==> config.mk <==
export PLATFORM = sky130hd
export DESIGN_NAME = e1b_code_loader
export DESIGN_NICKNAME = d
export VERILOG_FILES = /design/src/rtl/e1b_code_loader.sv
export SDC_FILE = /design/constraint.sdc
export NUM_CORES = 1
export LEC_CHECK = 0
export ABC_AREA = 0
export BUFFER_PORTS_ARGS = -buffer_cell sky130_fd_sc_hd__buf_2
export CAP_MARGIN = 20
export CELL_PAD_IN_SITES_DETAIL_PLACEMENT = 2
export CELL_PAD_IN_SITES_GLOBAL_PLACEMENT = 2
export CORE_UTILIZATION = 35
export CTS_CLUSTER_DIAMETER = 200
export CTS_CLUSTER_SIZE = 12
export DETAILED_ROUTE_END_ITERATION = 10
export PLACE_DENSITY = 0.8
export SYNTH_ARGS = -nofsm -noshare
export SYNTH_HDL_FRONTEND = slang
export SYNTH_SLANG_ARGS = --single-unit
==> constraint.sdc <==
create_clock -name clk -period 2.7 [get_ports clk]
set_clock_uncertainty 0.1 [all_clocks]
set_input_delay 0.135 -clock clk [delete_from_list [all_inputs] [get_ports clk]]
set_output_delay 0.135 -clock clk [all_outputs]
set_load 0.05 [all_outputs]
==> src/rtl/e1b_code_loader.sv <==
// ---------------------------------------------------------------------------
// e1b_code_loader
//
// Fills the E1B code memory from a host valid/ready word stream. Each load
// pulses the memory write-address reset, accepts exactly CODELEN words and
// forwards each one as a registered write one clock after its handshake.
// code_valid is only raised once a complete, error-free image is resident,
// so the GPS channels never run from a partial code.
//
// Optional feature: define E1B_LOADER_CSUM_EN to add a mod-2^16 checksum
// of the accepted words. A mismatch against csum_exp on completion sends
// the loader to ERR instead of reporting done.
//
// Ports:
//   clk, rst_n    system clock, asynchronous active-low reset
//   start, abort  single-cycle load request / cancel request
//   s_valid       host word valid
//   s_data        host code word
//   s_ready       loader accepts a word this cycle
//   mem_rst       one-cycle reset of the memory write-address counter
//   wr, tos       code memory write strobe and write data
//   busy          load in progress (CLEAR or LOAD)
//   done          sticky, last load completed OK
//   err_timeout   sticky, stream stalled for TIMEOUT_CYC cycles
//   err_busy      sticky, start seen while busy
//   code_valid    memory holds a complete image
//   word_cnt      words accepted in the current/last load
//   csum_exp      (CSUM_EN) expected checksum
//   csum          (CSUM_EN) running checksum of accepted words
//   err_csum      (CSUM_EN) sticky, checksum mismatch on completion
// ---------------------------------------------------------------------------
module e1b_code_loader #(
    parameter int CODELEN     = 4092,
    parameter int DATA_W      = 12,
    parameter int TIMEOUT_CYC = 65535
) (
    input  logic              clk,
    input  logic              rst_n,
    input  logic              start,
    input  logic              abort,
    input  logic              s_valid,
    input  logic [DATA_W-1:0] s_data,
`ifdef E1B_LOADER_CSUM_EN
    input  logic [15:0]       csum_exp,
    output logic [15:0]       csum,
    output logic              err_csum,
`endif
    output logic              s_ready,
    output logic              mem_rst,
    output logic              wr,
    output logic [DATA_W-1:0] tos,
    output logic              busy,
    output logic              done,
    output logic              err_timeout,
    output logic              err_busy,
    output logic              code_valid,
    output logic [11:0]       word_cnt
);

    localparam int             TW        = $clog2(TIMEOUT_CYC + 1);
    localparam logic [11:0]    CNT_FULL  = 12'(CODELEN);
    localparam logic [11:0]    CNT_LAST  = 12'(CODELEN - 1);
    localparam logic [TW-1:0]  TO_LAST   = TW'(TIMEOUT_CYC - 1);
    localparam logic [TW-1:0]  TO_ONE    = TW'(1);

    typedef enum logic [1:0] {
        ST_IDLE  = 2'd0,
        ST_CLEAR = 2'd1,
        ST_LOAD  = 2'd2,
        ST_ERR   = 2'd3
    } state_t;

    state_t          state_r;
    logic [TW-1:0]   idle_cnt_r;
    logic            accept_s;

`ifdef E1B_LOADER_CSUM_EN
    // Mod-2^16 accumulate of one zero-extended code word.
    function automatic logic [15:0] csum_add(input logic [15:0] acc,
                                             input logic [DATA_W-1:0] w);
        return acc + 16'(w);
    endfunction
`endif

    // A word is taken only in LOAD; an abort in the same cycle cancels it.
    assign accept_s = (state_r == ST_LOAD) && s_ready && s_valid && !abort;

    // Load sequencer: state, counters, status flags and registered outputs.
    always_ff @(posedge clk or negedge rst_n) begin
        if (!rst_n) begin
            state_r     <= ST_IDLE;
            idle_cnt_r  <= '0;
            s_ready     <= 1'b0;
            mem_rst     <= 1'b0;
            wr          <= 1'b0;
            tos         <= '0;
            busy        <= 1'b0;
            done        <= 1'b0;
            err_timeout <= 1'b0;
            err_busy    <= 1'b0;
            code_valid  <= 1'b0;
            word_cnt    <= 12'd0;
`ifdef E1B_LOADER_CSUM_EN
            csum        <= 16'd0;
            err_csum    <= 1'b0;
`endif
        end else begin
            // Strobes default low; tos holds its last value.
            wr      <= 1'b0;
            mem_rst <= 1'b0;
            case (state_r)
                ST_IDLE, ST_ERR: begin
                    // start beats a simultaneous abort here.
                    if (start) begin
                        state_r     <= ST_CLEAR;
                        mem_rst     <= 1'b1;
                        busy        <= 1'b1;
                        s_ready     <= 1'b0;
                        done        <= 1'b0;
                        err_timeout <= 1'b0;
                        err_busy    <= 1'b0;
                        code_valid  <= 1'b0;
                        word_cnt    <= 12'd0;
                        idle_cnt_r  <= '0;
`ifdef E1B_LOADER_CSUM_EN
                        csum        <= 16'd0;
                        err_csum    <= 1'b0;
`endif
                    end else begin
                        state_r <= state_r;
                    end
                end
                ST_CLEAR: begin
                    if (abort) begin
                        state_r <= ST_IDLE;
                        busy    <= 1'b0;
                        s_ready <= 1'b0;
                    end else begin
                        if (start) begin
                            err_busy <= 1'b1;
                        end else begin
                            err_busy <= err_busy;
                        end
                        state_r <= ST_LOAD;
                        s_ready <= 1'b1;
                    end
                end
                ST_LOAD: begin
                    if (abort) begin
                        state_r <= ST_IDLE;
                        busy    <= 1'b0;
                        s_ready <= 1'b0;
                    end else begin
                        if (start) begin
                            err_busy <= 1'b1;
                        end else begin
                            err_busy <= err_busy;
                        end
                        if (word_cnt == CNT_FULL) begin
                            // Final write went out last cycle; report now.
                            busy    <= 1'b0;
                            s_ready <= 1'b0;
`ifdef E1B_LOADER_CSUM_EN
                            if (csum != csum_exp) begin
                                state_r  <= ST_ERR;
                                err_csum <= 1'b1;
                            end else begin
                                state_r    <= ST_IDLE;
                                done       <= 1'b1;
                                code_valid <= 1'b1;
                            end
`else
                            state_r    <= ST_IDLE;
                            done       <= 1'b1;
                            code_valid <= 1'b1;
`endif
                        end else if (accept_s) begin
                            wr         <= 1'b1;
                            tos        <= s_data;
                            word_cnt   <= word_cnt + 12'd1;
                            idle_cnt_r <= '0;
                            // Drop ready right after the last word is taken.
                            s_ready    <= (word_cnt != CNT_LAST);
`ifdef E1B_LOADER_CSUM_EN
                            csum       <= csum_add(csum, s_data);
`endif
                        end else if (idle_cnt_r == TO_LAST) begin
                            state_r     <= ST_ERR;
                            err_timeout <= 1'b1;
                            busy        <= 1'b0;
                            s_ready     <= 1'b0;
                            idle_cnt_r  <= idle_cnt_r + TO_ONE;
                        end else begin
                            idle_cnt_r <= idle_cnt_r + TO_ONE;
                        end
                    end
                end
                default: begin
                    state_r <= ST_IDLE;
                    busy    <= 1'b0;
                    s_ready <= 1'b0;
                end
            endcase
        end
    end

endmodule

# Word-level counts from Yosys, hierarchy flattened

Cells that the tools add are included.

Add/sub/neg operators: 2
Equality and inequality tests: 19
Mux-type cells: 46
Bitwise operators: 2
Reductions and logical operators: 17

Operator list:

| cell                                          | number |
|---|---|
| 2-to-1 mux 16 bit                             | 4 |
| 2-to-1 mux 12 bit                             | 4 |
| case mux 16 bit (2 select lines)              | 1 |
| 2-to-1 mux 1 bit                              | 24 |
| case mux 12 bit (2 select lines)              | 1 |
| adder 16 x 1 -> 16 bit, second input constant | 1 |
| == test 16 bit, second input constant         | 1 |
| AND reduction 4 bit                           | 4 |
| != test 2 bit, second input constant          | 7 |
| adder 12 x 1 -> 12 bit, second input constant | 1 |
| == test 12 bit, second input constant         | 1 |
| 2-to-1 mux 2 bit                              | 6 |
| != test 12 bit, second input constant         | 1 |
| != test 2 x 1 -> 1 bit, second input constant | 3 |
| case mux 1 bit (2 select lines)               | 3 |
| case mux 1 bit (3 select lines)               | 2 |
| case mux 2 bit (3 select lines)               | 1 |
| AND reduction 3 bit                           | 2 |
| AND reduction 6 bit                           | 1 |
| != test 5 x 3 -> 1 bit, second input constant | 1 |
| AND reduction 5 bit                           | 1 |
| == test 2 bit, second input constant          | 2 |
| != test 4 x 2 -> 1 bit, second input constant | 1 |
| != test 4 x 3 -> 1 bit, second input constant | 1 |
| other kinds (8)                               | 12 |

Register bits: 49
Input port bits: 17
Output and inout port bits: 32
Logic and storage cells: 97

# Longest topological paths before layout

Depth in word-level cells: 8
Gate-level depth with buffers: 10
Mapped depth without buffers: 7

# Worst setup path before layout

Ideal clock, no wire load.

Path kind: register -> register
Start point: register word_cnt[0]
End point: register idle_cnt_r[15]
Library setup time: 0.077 ns
Data arrival time: 2.152 ns
Data required time: 2.523 ns
Path slack: 0.370 ns
Cell stages (with the launch flop): 10
Path buffers: 3
Clock period less this slack: 2.330 ns
Cell sequence: dfrtp_1 > inv_1 > ha_1 > nand3_1 > or4_4 > buf_6 > and2_4 > buf_6 > buf_8 > a21oi_1

Cells in the longest elaborated chain, start to end: 3

RTL lines:

| element                       | line | text |
|---|---|---|
| from (decl)                   | 57   | `output logic [11:0] word_cnt` |
| from (signal assigned)        | 180  | `word_cnt <= word_cnt + 12'd1;` |
| == test 12 bit                | 159  | `if (word_cnt == CNT_FULL) begin` |
| != test 2 bit (no line)       | --   |  |
| AND reduction 4 bit (no line) | --   |  |
| to (signal assigned)          | 192  | `idle_cnt_r <= idle_cnt_r + TO_ONE;` |
| to (signal assigned)          | 194  | `idle_cnt_r <= idle_cnt_r + TO_ONE;` |
| to (decl)                     | 74   | `logic [TW-1:0] idle_cnt_r;` |

Every way passes these cells.
A chain may end at the register's enable or synchronous reset.

# Worst setup path in the final report

Start point: register state_r[0]
End point: register idle_cnt_r[13]

Cells in the longest elaborated chain, start to end: 8
Elaborated cells on any way between the ends: 16
Classes of those cells: 5 x eq/ne; 4 x mux; 7 x reduce/logical

RTL lines:

| element                          | line    | text |
|---|---|---|
| from (decl)                      | 73      | `state_t state_r;` |
| from (signal assigned)           | 130     | `state_r <= state_r;` |
| == test 2 bit                    | 86, 111 |  |
| logical AND 1 bit (3 in a row)   | 86      | `assign accept_s = (state_r == ST_LOAD) && s_ready && s_valid && !abort;` |
| 2-to-1 mux 16 bit                | 177     | `end else if (accept_s) begin` |
| 2-to-1 mux 16 bit                | 159     |  |
| 2-to-1 mux 16 bit                | 149     | `if (abort) begin` |
| case mux 16 bit (2 select lines) | 111     | `case (state_r)` |

Parallel ways exist; a longest one is shown, timed or not. The select of a mux whose other input is x is not followed.

==> run summary <==
Outcome: finished, final reports clean
Post-synthesis cell count: 255
Internal power: 1.37 mW
Syn nets: 278
Final Hold Viols: 0
Setup crit start kind: register
Min cycle time layout: 2.43 ns
Top cells by area, synth: dfrtp_1 46%, mux2_2 6.0%, nor2_1 3.4%, nand3_1 3.0%, ha_1 2.8%
Initial antenna violation count: 1
Row cnt: 31
CP required: 2.84 ns
CP arrival: 2.57 ns
CTS Root Cell: clkbuf_8
Global placement routability congestion: 0.796
Top cells by count, synth: 49 x dfrtp_1, 24 x nor2_1, 16 x nand3_1
Post-DRT Antenna Nets: 0
Worst hold-check path type: in -> reg
Most frequent cell after synthesis: dfrtp_1
Finished Core Util: 44.5%
Initial Utilization: 36.3%
Total CTS buffers: 5
Fraction of registers with async set/reset: 100%
Post-route DRC: 0
PD cells: 765 mW/mm^2
Netlist Area Pre-Place: 0.00265 sq mm
Detailed Place HPWL: 5600 um
Worst Tran Pin Value: 0.692 ns
Setup TNS: 0 ns
Share of post-route cells with drive strength above 1: 28.3%
Endpoint type of the worst setup path: register
Worst-path clk slew: 0.10 ns
Layout area overhead: 22.4%
Iter 0 DRT Violations: 75
Crit Path Category: reg -> reg
Sequential power share: 37.3%
Clock Power Share: 19.6%
Cell taking the most area after synthesis: dfrtp_1
Final hold slack: 0.0949 ns
Die X: 89.0 um
Clock sink total: 49
GRT Overall Usage: 22.0%
DR vias/cell: 5.38
Net Sw Frac: 44.6%
Fin crit share: 90.2%
Post-route insts no fill: 425
WL/cell: 18.9 um
I/O pins: 49
Global-route wire length before repair: 13000 um
Placed Cells: 402
CTS tree: yes
Final Setup Violations: 0
Worst-path fanout max: 16
Placed cell area: 0.00300 sq mm
Final WL: 8030 um
Dominant synthesized flop cell: dfrtp_1
Combinational Power Share: 43.0%
Core area: 0.00729 sq mm
Post-synth EDFFs: 0
Fillers: 817
VDD IR max: 0.000444 V
Grt ovf: 0
Largest net degree at the start of global routing: 29
Port Buffers: 48
Post-synth cell types: 52
Post-Place Worst Slack: 0.304 ns
Clk buf depth: 2
Slew HR: 52.7%
Final Net Count: 347
Syn Area/Cell: 10.4 sq um
Overall Power: 2.48 mW
Register area share after synthesis: 46.3%
H-tree depth: 2
Lkg Pwr: 1.50 nW
DR vias: 2286
Number of post-CTS setup repair buffers: 0
RSZ-0062 raised after global routing: false
Die Y: 89.0 um
Achievable Freq: 0.411 GHz
DRT Pass-1 Iters: 4
Pins Over Slew Limit: 0
Area share of the largest cell type after synthesis: 46.3%
Vias in the first global route: 2467
Syn. warnings: 0
Final WS setup: 0.266 ns
Sw Pwr: 1.10 mW
Max_cap viols: 0
Fin area: 0.00324 sq mm
Clk_lat worst skew: 0.32 ns
Full die area: 0.00792 sq mm
Synth Register Bits: 49
## path summary, 6_finish.rpt
check | start | end | slack (ns) | cells after the start
hold reg to reg | tos[1] | tos[1] | 0.41 | 1
setup reg to reg | state_r[0] | idle_cnt_r[13] | 0.27 | 6
max in group asynchronous | rst_n | idle_cnt_r[10] | 1.47 | 3
hold / removal | start | err_busy | 0.09 | 3
min in group asynchronous | rst_n | idle_cnt_r[7] | 0.24 | 2
setup / recovery | state_r[0] | idle_cnt_r[13] | 0.27 | 6
## kinds of logic after synthesis
group,count (synthesis),synth area share [%]
DFF,49,46.3
and+or+nand+nor,101,21.1
AOI/OAI and AO/OA,46,12.6
muxes,18,7.61
buffers and inverters,21,4.87
xor gates and xnor gates,14,4.63
adders and majority gates,6,2.84
## state kept, by name (all words and copies together) (netlist names)
name         count
wr               1
busy             1
state_r          2
mem_rst          1
s_ready          1
err_busy         1
idle_cnt_r      16
word_cnt        12
err_timeout      1
tos             12
code_valid       1
## cell type report
type | instances | area (sq um) | area share (%)
Multi-Input combinational cell | 185 | 1290 | 39.9
Sequential cell | 49 | 1230 | 37.8
Timing Repair Buffer | 72 | 455 | 14.0
Tap cell | 99 | 124 | 3.82
Clock buffer | 6 | 82.6 | 2.55
Inverter | 11 | 41.3 | 1.27
Clock inverter | 2 | 17.5 | 0.540
Antenna cell | 1 | 2.50 | 0.0772
## layout by cell type (no fill, tap or decap), drive strengths merged, types with 2 or more instances in the layout
master        n
mux2i         4
ha            6
o31ai         9
or3           3
nor2         24
nand3b        2
xor2          7
o21ai         4
inv          12
and3          2
dlygate4sd3  14
clkbuf        6
buf          58
a21oi        17
nand4        13
a2111oi       5
a21o          2
nand2        13
dfrtp        49
or4           7
nor2b         2
and2          6
nand3        16
nor3          7
mux2         14
xnor2         7
## power groups by stage
| stage | Clock [mW] | Sequential (mW) | Combinational (mW) |
|---|---|---|---|
| 2_1_floorplan | 0 | 1.25 | 0.469 |
| 3_3_place_gp | 0 | 0.926 | 1.02 |
| 3_5_place_dp | 0 | 0.936 | 1.05 |
| 4_1_cts | 0.503 | 0.923 | 1.07 |
| 5_1_grt | 0.521 | 0.938 | 1.14 |
| 6_report | 0.487 | 0.925 | 1.07 |
## per-layer routing
| layer | part of all wire (%) | GRT usage (%) | routed length, um |
|---|---|---|---|
| met1 | 44 | 28.3 | 3500 |
| met4 | 1.5 | 7.07 | 121 |
| met3 | 2.7 | 3.32 | 217 |
| met2 | 52 | 38.2 | 4190 |
| met5 | 0 | 0 | 0 |
## critical path, cell delays in order (launching register included)
cell and delay [ns]:
dfrtp_1 0.42, inv_1 0.06, ha_1 0.42, mux2i_2 0.25, a21o_1 0.37, or4_1 0.57, a21oi_1 0.16
## timing repair
item | CTS | global route
resized for setup | 0 | 0
endpoints found under the hold margin | 34 | 0
hold buffers | 14 | 0
Power figures use the tool's default switching activity.
